===== config.mk =====
export PLATFORM = sky130hd
export DESIGN_NAME = alu_cmd_sequencer
export DESIGN_NICKNAME = d
export VERILOG_FILES = /design/src/rtl/alu_cmd_sequencer.sv
export SDC_FILE = /design/constraint.sdc
export NUM_CORES = 1
export LEC_CHECK = 0
export CAP_MARGIN = 20
export CORE_MARGIN = 4
export CORE_UTILIZATION = 45
export DETAILED_ROUTE_END_ITERATION = 16
export PLACE_DENSITY_LB_ADDON = 0.2
export RECOVER_POWER = 100
export SLEW_MARGIN = 20
export SYNTH_ARGS = -nofsm -noshare
export SYNTH_HDL_FRONTEND = slang
export SYNTH_SLANG_ARGS = --single-unit
export TNS_END_PERCENT = 50

===== constraint.sdc =====
create_clock -name clk -period 6 [get_ports clk]
set_input_delay 1.2 -clock clk [delete_from_list [all_inputs] [get_ports clk]]
set_output_delay 1.2 -clock clk [all_outputs]
set_load 0.01 [all_outputs]

===== src/rtl/alu_cmd_sequencer.sv =====
// Sequential front-end for the combinational 16-bit ALU: command FIFO, issue FSM, registered response.
// Optional saturating statistics counters are enabled with `define ALU_SEQ_STATS_EN.
module alu_cmd_sequencer #(
    parameter int unsigned DEPTH      = 4,
    parameter int unsigned SETTLE_CYC = 1
) (
    input  logic        clk,
    input  logic        rst_n,
    input  logic        cmd_valid,
    output logic        cmd_ready,
    input  logic [2:0]  cmd_op,
    input  logic [15:0] cmd_opa,
    input  logic [15:0] cmd_opb,
    input  logic        cmd_cin,
    output logic [2:0]  alu_sel,
    output logic [15:0] alu_opa,
    output logic [15:0] alu_opb,
    output logic        alu_cin,
    input  logic [15:0] alu_y1,
    input  logic [31:0] alu_y2,
    input  logic [15:0] alu_y3,
    input  logic        alu_cout,
    input  logic        alu_carry_out,
    input  logic        alu_m,
    output logic        rsp_valid,
    input  logic        rsp_ready,
    output logic [31:0] rsp_data,
    output logic        rsp_err,
    output logic        busy,
    output logic [15:0] stat_done_cnt,
    output logic [7:0]  stat_err_cnt
);

    localparam int unsigned AW = (DEPTH > 1) ? $clog2(DEPTH) : 1;
    localparam int unsigned CW = $clog2(DEPTH + 1);

    typedef enum logic [1:0] {
        S_IDLE,
        S_DRIVE,
        S_HOLD
    } state_t;

    typedef enum logic [2:0] {
        OP_ADD   = 3'd0,
        OP_SUB   = 3'd1,
        OP_MUL   = 3'd2,
        OP_SHIFT = 3'd3,
        OP_DIV   = 3'd4
    } op_t;

    typedef struct packed {
        logic [2:0]  op;
        logic [15:0] opa;
        logic [15:0] opb;
        logic        cin;
    } cmd_t;

    cmd_t          mem [DEPTH];
    logic [AW-1:0] wr_ptr;
    logic [AW-1:0] rd_ptr;
    logic [CW-1:0] count;
    logic [3:0]    settle_cnt;
    state_t        state;
    state_t        state_nx;
    logic          push;
    logic          pop;
    logic          capture;
    logic          handshake;
    logic          fifo_empty;
    cmd_t          head;
    logic [31:0]   pack_data;
    logic          pack_err;

    assign fifo_empty = (count == '0);
    assign cmd_ready  = (count != CW'(DEPTH));
    assign push       = cmd_valid && cmd_ready;
    assign head       = mem[rd_ptr];
    assign rsp_valid  = (state == S_HOLD);
    assign handshake  = rsp_valid && rsp_ready;
    assign busy       = (state != S_IDLE) || !fifo_empty;

    always_ff @(posedge clk) begin
        if (push) begin
            mem[wr_ptr] <= '{op: cmd_op, opa: cmd_opa, opb: cmd_opb, cin: cmd_cin};
        end
    end

    always_comb begin
        state_nx = state;
        pop      = 1'b0;
        capture  = 1'b0;
        case (state)
            S_IDLE: begin
                if (!fifo_empty) begin
                    pop      = 1'b1;
                    state_nx = S_DRIVE;
                end
            end
            S_DRIVE: begin
                if (settle_cnt == 4'd1) begin
                    capture  = 1'b1;
                    state_nx = S_HOLD;
                end
            end
            S_HOLD: begin
                if (handshake) begin
                    if (!fifo_empty) begin
                        pop      = 1'b1;
                        state_nx = S_DRIVE;
                    end else begin
                        state_nx = S_IDLE;
                    end
                end
            end
            default: state_nx = S_IDLE;
        endcase
    end

    // Packing is decoded from the registered opcode so it matches what the ALU is computing.
    always_comb begin
        pack_data = '0;
        pack_err  = 1'b0;
        case (alu_sel)
            OP_ADD:   pack_data = {15'b0, alu_cout, alu_y1};
            OP_SUB:   pack_data = {14'b0, alu_m, alu_carry_out, alu_y1};
            OP_MUL:   pack_data = alu_y2;
            OP_SHIFT: pack_data = {alu_y3, alu_y1};
            OP_DIV: begin
                pack_data = {alu_y3, alu_y1};
                pack_err  = (alu_opb == '0);
            end
            default:  pack_err = 1'b1;
        endcase
    end

    always_ff @(posedge clk or negedge rst_n) begin
        if (!rst_n) begin
            state      <= S_IDLE;
            wr_ptr     <= '0;
            rd_ptr     <= '0;
            count      <= '0;
            settle_cnt <= '0;
            alu_sel    <= '0;
            alu_opa    <= '0;
            alu_opb    <= '0;
            alu_cin    <= 1'b0;
            rsp_data   <= '0;
            rsp_err    <= 1'b0;
        end else begin
            state <= state_nx;
            if (push) begin
                wr_ptr <= wr_ptr + AW'(1);
            end
            if (pop) begin
                rd_ptr     <= rd_ptr + AW'(1);
                alu_sel    <= head.op;
                alu_opa    <= head.opa;
                alu_opb    <= head.opb;
                alu_cin    <= head.cin;
                settle_cnt <= 4'(SETTLE_CYC);
            end else if (state == S_DRIVE && settle_cnt != 4'd1) begin
                settle_cnt <= settle_cnt - 4'd1;
            end
            case ({push, pop})
                2'b10:   count <= count + CW'(1);
                2'b01:   count <= count - CW'(1);
                default: count <= count;
            endcase
            if (capture) begin
                rsp_data <= pack_data;
                rsp_err  <= pack_err;
            end
        end
    end

`ifdef ALU_SEQ_STATS_EN
    logic [15:0] done_q;
    logic [7:0]  err_q;

    always_ff @(posedge clk or negedge rst_n) begin
        if (!rst_n) begin
            done_q <= '0;
            err_q  <= '0;
        end else if (handshake) begin
            if (done_q != '1) begin
                done_q <= done_q + 16'd1;
            end
            if (rsp_err && err_q != '1) begin
                err_q <= err_q + 8'd1;
            end
        end
    end

    assign stat_done_cnt = done_q;
    assign stat_err_cnt  = err_q;
`else
    assign stat_done_cnt = '0;
    assign stat_err_cnt  = '0;
`endif

endmodule


* Word level (Yosys, flattened, before mapping) *
Memories as Yosys holds them, arrays and structs flattened. A register that Yosys moved wholly into a read port is not among the register bits.
Index checks and enable logic that the tools add are counted.

operators by class
  add/subtract/negate cells = 5
  reduce and logical (&&, ||, !) cells = 16
  equal/unequal tests = 14
  multiplexer cells = 17

operators by type and width
  cell                                               number
  one-hot mux 32 bit (4 select lines)                1
  zero test 16 bit                                   1
  2-to-1 mux 4 bit                                   2
  2-to-1 mux 1 bit                                   7
  == test 3 x 2 -> 1 bit (second input constant)     2
  zero test 3 bit                                    2
  2-to-1 mux 2 bit                                   3
  one-hot mux 2 bit (3 select lines)                 1
  one-hot mux 3 bit (2 select lines)                 1
  nonzero test 2 bit                                 3
  adder 2 x 1 -> 2 bit (second input constant)       2
  == test 2 x 1 -> 1 bit (second input constant)     2
  == test 2 bit (second input constant)              2
  == test 4 x 1 -> 1 bit (second input constant)     1
  != test 2 bit (second input constant)              2
  != test 4 x 1 -> 1 bit (second input constant)     1
  one-hot mux 1 bit (2 select lines)                 2
  OR reduction 4 bit                                 1
  subtractor 4 x 1 -> 4 bit (second input constant)  1
  adder 3 x 1 -> 3 bit (second input constant)       1
  == test 3 x 1 -> 1 bit (second input constant)     1
  == test 3 bit (second input constant)              1
  logical AND 1 bit                                  3
  != test 3 bit (second input constant)              1
  7 further kinds                                    8

word-level totals
  memories = 1
  register bits after elaboration = 46
  logic and storage cells = 60
  memory bits (writable) = 144

memories
  memory  depth  bits a word  read ports  clocked after Yosys merged registers in  wr ports  line  source
  mem     4      36           1           1                                        1         58    cmd_t mem [DEPTH];

* Longest topological paths before layout *
  depth in word-level cells = 6
  mapped depth = 10
  depth with buffers taken out = 10

* Worst setup path before layout *
OpenSTA, ideal clock, no wires.

  path kind = in2reg
  start = input port rsp_ready
  end = register count[2]
  setup time = 79 ps
  stages on the path = 9
  required time = 5921 ps
  buffers on the path = 1
  data arrival time = 2710 ps
  slack = 3210 ps
  cells stage by stage = nor2b_1 nor3_2 buf_2 ha_1 inv_1 fa_1 xor2_1 nor2_1 xor2_1

between the ends
  cells in the longest elaborated chain, start to end = 5

RTL lines
  item                                                                      line  source
  start, declared                                                           26    input logic rsp_ready,
  logical AND 1 bit *                                                       79    assign handshake = rsp_valid && rsp_ready;
  2-to-1 mux 1 bit *                                                        106   if (handshake) begin
  one-hot mux 1 bit (2 select lines) *                                      92    case (state)
  net pop                                                                   66    logic pop;
  == test 2 x 1 -> 1 bit or == test 2 bit (tied branches)                   164   case ({push, pop})
  one-hot mux 3 bit (2 select lines) or nonzero test 2 bit (tied branches)  --
  end signal, assigned                                                      165   2'b10: count <= count + CW'(1);
  end signal, assigned                                                      166   2'b01: count <= count - CW'(1);
  end signal, assigned                                                      167   default: count <= count;
  end, declared                                                             61    logic [CW-1:0] count;

Mark *: on every way through the listed nets, which the timed path passes. The rest lies on a longest branch.
A chain may end at the register's enable or synchronous reset.

* Worst setup path after layout *
  start = register alu_sel[2] (read register of mem)
  end = output port alu_sel[2]

RTL lines
  item             line  source
  start, declared  15    output logic [2:0] alu_sel,

No word-level cell between the ends.

==> summary.txt <==
clk buf depth -> 3
total congestion overflow -> 0
CP Buf/Inv Count -> 1
Power Density -> 507 nW/µm²
end of the worst register-to-register path -> rsp_data[13]$_DFFE_PN0P_
outcome -> complete, but fails checks
Area contributors post-synth -> edfxtp_1 (46%), dfrtp_1 (22%), mux4_2 (8.7%)
biggest cell delay along the critical path -> 840 ps
FF+latch count, synth -> 226
Hold Path Origin -> rsp_data[10]$_DFFE_PN0P_
layout cells sized above 1 -> 0.151
H-tree levels -> 1
share of the synthesized area in the top cell type -> 0.463
Vias/cell -> 5.21
crit path capture type -> primary output
distinct cell type count after synthesis -> 44
antenna viol nets, final -> 0
hold-fix buffers at CTS -> 0
Ys Warns -> 0
first-pass GRT wire length -> 31600 µm
Synth Flop Type -> edfxtp_1
RePlAce Congestion -> 0.884
Worst-path clk slew -> 60 ps
maxcap violations -> 5
DRC errors left -> 0
sequential fraction of the synthesis area -> 0.683
post-synthesis compound-gate area fraction -> 0.0588
Worst R2R Setup Slack -> 3090 ps
Mapped Avg Cell Area -> 16.4 µm²
port buffer count -> 178
# fillers -> 1584
Worst Hold End -> rsp_data[10]$_DFFE_PN0P_
Worst Path Class, Setup -> reg -> out
largest net degree at the start of global routing -> 83
RSZ-0062 raised after global routing -> false
slew margin rel. -> -0.347
Synth Area in Adders -> 0.0115
Worst Hold Path Cells -> 2
worst slew pin tran -> 2020 ps
Core Util, Final -> 0.594
Crit. Startpoint -> alu_sel[2]$_DFFE_PN0P_
Vias -> 5385
gr usage total -> 0.169
XOR/XNOR share of the synthesized area -> 0.00563
Worst R2R Path Depth -> 5
Startpoint Class -> flip-flop
Crit-path slowest cell -> dfrtp_1
FMAX -> 308 MHz
die span in y -> 152 µm
clock buffer count from CTS -> 24
failing checks -> max-capacitance violations, max-slew violations
Setup Fix Bufs, Post-CTS -> 0
Data arrival, critical path -> 2050 ps
Tmin final -> 3250 ps
family with the most delay on the worst path -> flip-flops
worst skew pair latency -> 510 ps
clk_skew -> 11.1 ps
reg-to-reg startpoint -> settle_cnt[0]$_DFFE_PN0P_
Async SR Flop Fraction -> 0.363
Resized cells post-CTS -> 0
initial antenna violation count -> 0
num rows -> 52
Synth Area in Simple Gates -> 0.0437
HP Class -> reg -> reg
Worst VDD drop -> 253 µV
Post-synth EDFFs -> 144
crit-path max FO -> 25
Wirelength per Cell -> 19.2 µm
post-synthesis mux area share -> 0.154
Die Wd -> 152 µm
root buf cell -> clkbuf_16
final number of setup-violating endpoints -> 0
Nets -> 861
Starting Density -> 0.460
period utilization -> 0.542
CTS tree -> built
Mapped Area -> 9340 µm²
Pwr Total -> 6110 µW
Detailed Place HPWL -> 13000 µm
vias in the first global route -> 5621
most numerous cell in the Yosys netlist -> edfxtp_1
Core Area -> 20300 µm²
ANT cells -> 0
Iter 0 DRT Violations -> 272
Sink Count -> 226
most area-hungry cell type in the Yosys netlist -> edfxtp_1
Die ar. -> 23100 µm²
Worst EP required -> 4800 ps
chain of cells forming the critical path -> dlygate4sd3_1
Cells after Synth -> 570
I/O pin total -> 203
Fin Setup TNS -> 0 ps
Slew Limit Fails -> 212
largest family of logic cells by synthesized area -> multiplexers
synth cell count leaders -> edfxtp_1 (144), dfrtp_1 (82), mux4_2 (36), nand2_1 (36), mux2_2 (33)
first-pass detailed-route iteration total -> 4
Final Hold Fails -> 0
P&R area growth vs syn -> 29.2%
Static Leakage -> 0.00455 µW
Total Wirelength -> 19800 µm
## layout by cell type, fill, tap and decap left out, types with 16 or more instances in the layout
cell type,synthesis,layout
mux2i_1,17,17
a22oi_1,16,16
nor2_1,21,21
dlygate4sd3_1,0,111
a2bb2oi_1,16,16
dfrtp_1,82,80
nand2_1,36,36
o21ai_0,27,34
edfxtp_1,144,144
conb_1,1,24
mux4_2,36,36
a21oi_1,18,18
clkbuf_16,0,25
mux2_2,33,33
clkdlybuf4s50_1,0,66
## cell families (layout without fill, tap and decap cells)
group / after synthesis / count (layout)
xor gates and xnor gates: 6 / 6
AOI/OAI and AO/OA: 88 / 88
DFF: 226 / 226
and+or+nand+nor: 86 / 86
adders and majority gates: 8 / 8
muxes: 91 / 91
buffers and inverters: 64 / 235
other: 1 / 24
## how the worst max path moves through the flow
| stage | endpoint | slack (ps) | cells after the start |
|---|---|---|---|
| after floorplan | count[2]$_DFFE_PN0P_ | 3210 | 9 |
| after global placement | count[2]$_DFFE_PN0P_ | 2410 | 10 |
| after detailed placement | count[2]$_DFFE_PN0P_ | 2360 | 10 |
| after CTS | alu_sel[2] | 2740 | 1 |
| after global routing | state[1]$_DFFE_PN0P_ | 2560 | 5 |
| final | alu_sel[2] | 2750 | 1 |
## state kept, by name, summed over array words and instances, names as in the netlist
register    cells
rd_ptr          2
count           3
alu_opb        16
state           2
settle_cnt      4
alu_cin         1
alu_opa        16
mem           144
alu_sel         3
rsp_err         1
wr_ptr          2
rsp_data       32
## layout make-up
type / count / area, µm² / share of cell area
flip-flops and latches: 226 / 6380 / 0.529
clock buffers: 31 / 648 / 0.0537
inverters: 9 / 33.8 / 0.00280
well taps: 270 / 338 / 0.0280
multi-input cells: 303 / 2630 / 0.218
clock inverters: 13 / 221 / 0.0184
repair buffers: 182 / 1810 / 0.150
## per-layer routing
metal / vias up / GRT usage / wire [µm]
met3: 23 / 0.0418 / 1250
li1: 2472 / - / -
met1: 2705 / 0.230 / 8820
met5: - / 0 / 0
met2: 185 / 0.278 / 9490
met4: 0 / 0.0385 / 285
## where the power goes
part	switching [µW]	total [µW]	internal, µW
combinational	996	2070	1080
sequential	298	2440	2150
clock	574	1600	1020
## through the flow
stage / instance area [µm²] / setup slack [ps] / instances / hold slack (ps)
after floorplan: 9420 / 3210 / 593 / 464
after global placement: 11200 / 2410 / 990 / 463
after detailed placement: 11200 / 2360 / 990 / 472
after CTS: 12100 / 2740 / 1034 / 486
after global routing: 12100 / 2560 / 1034 / 508
final: 12100 / 2750 / 1034 / 470
No activity file was read; power rests on OpenSTA's default activity.
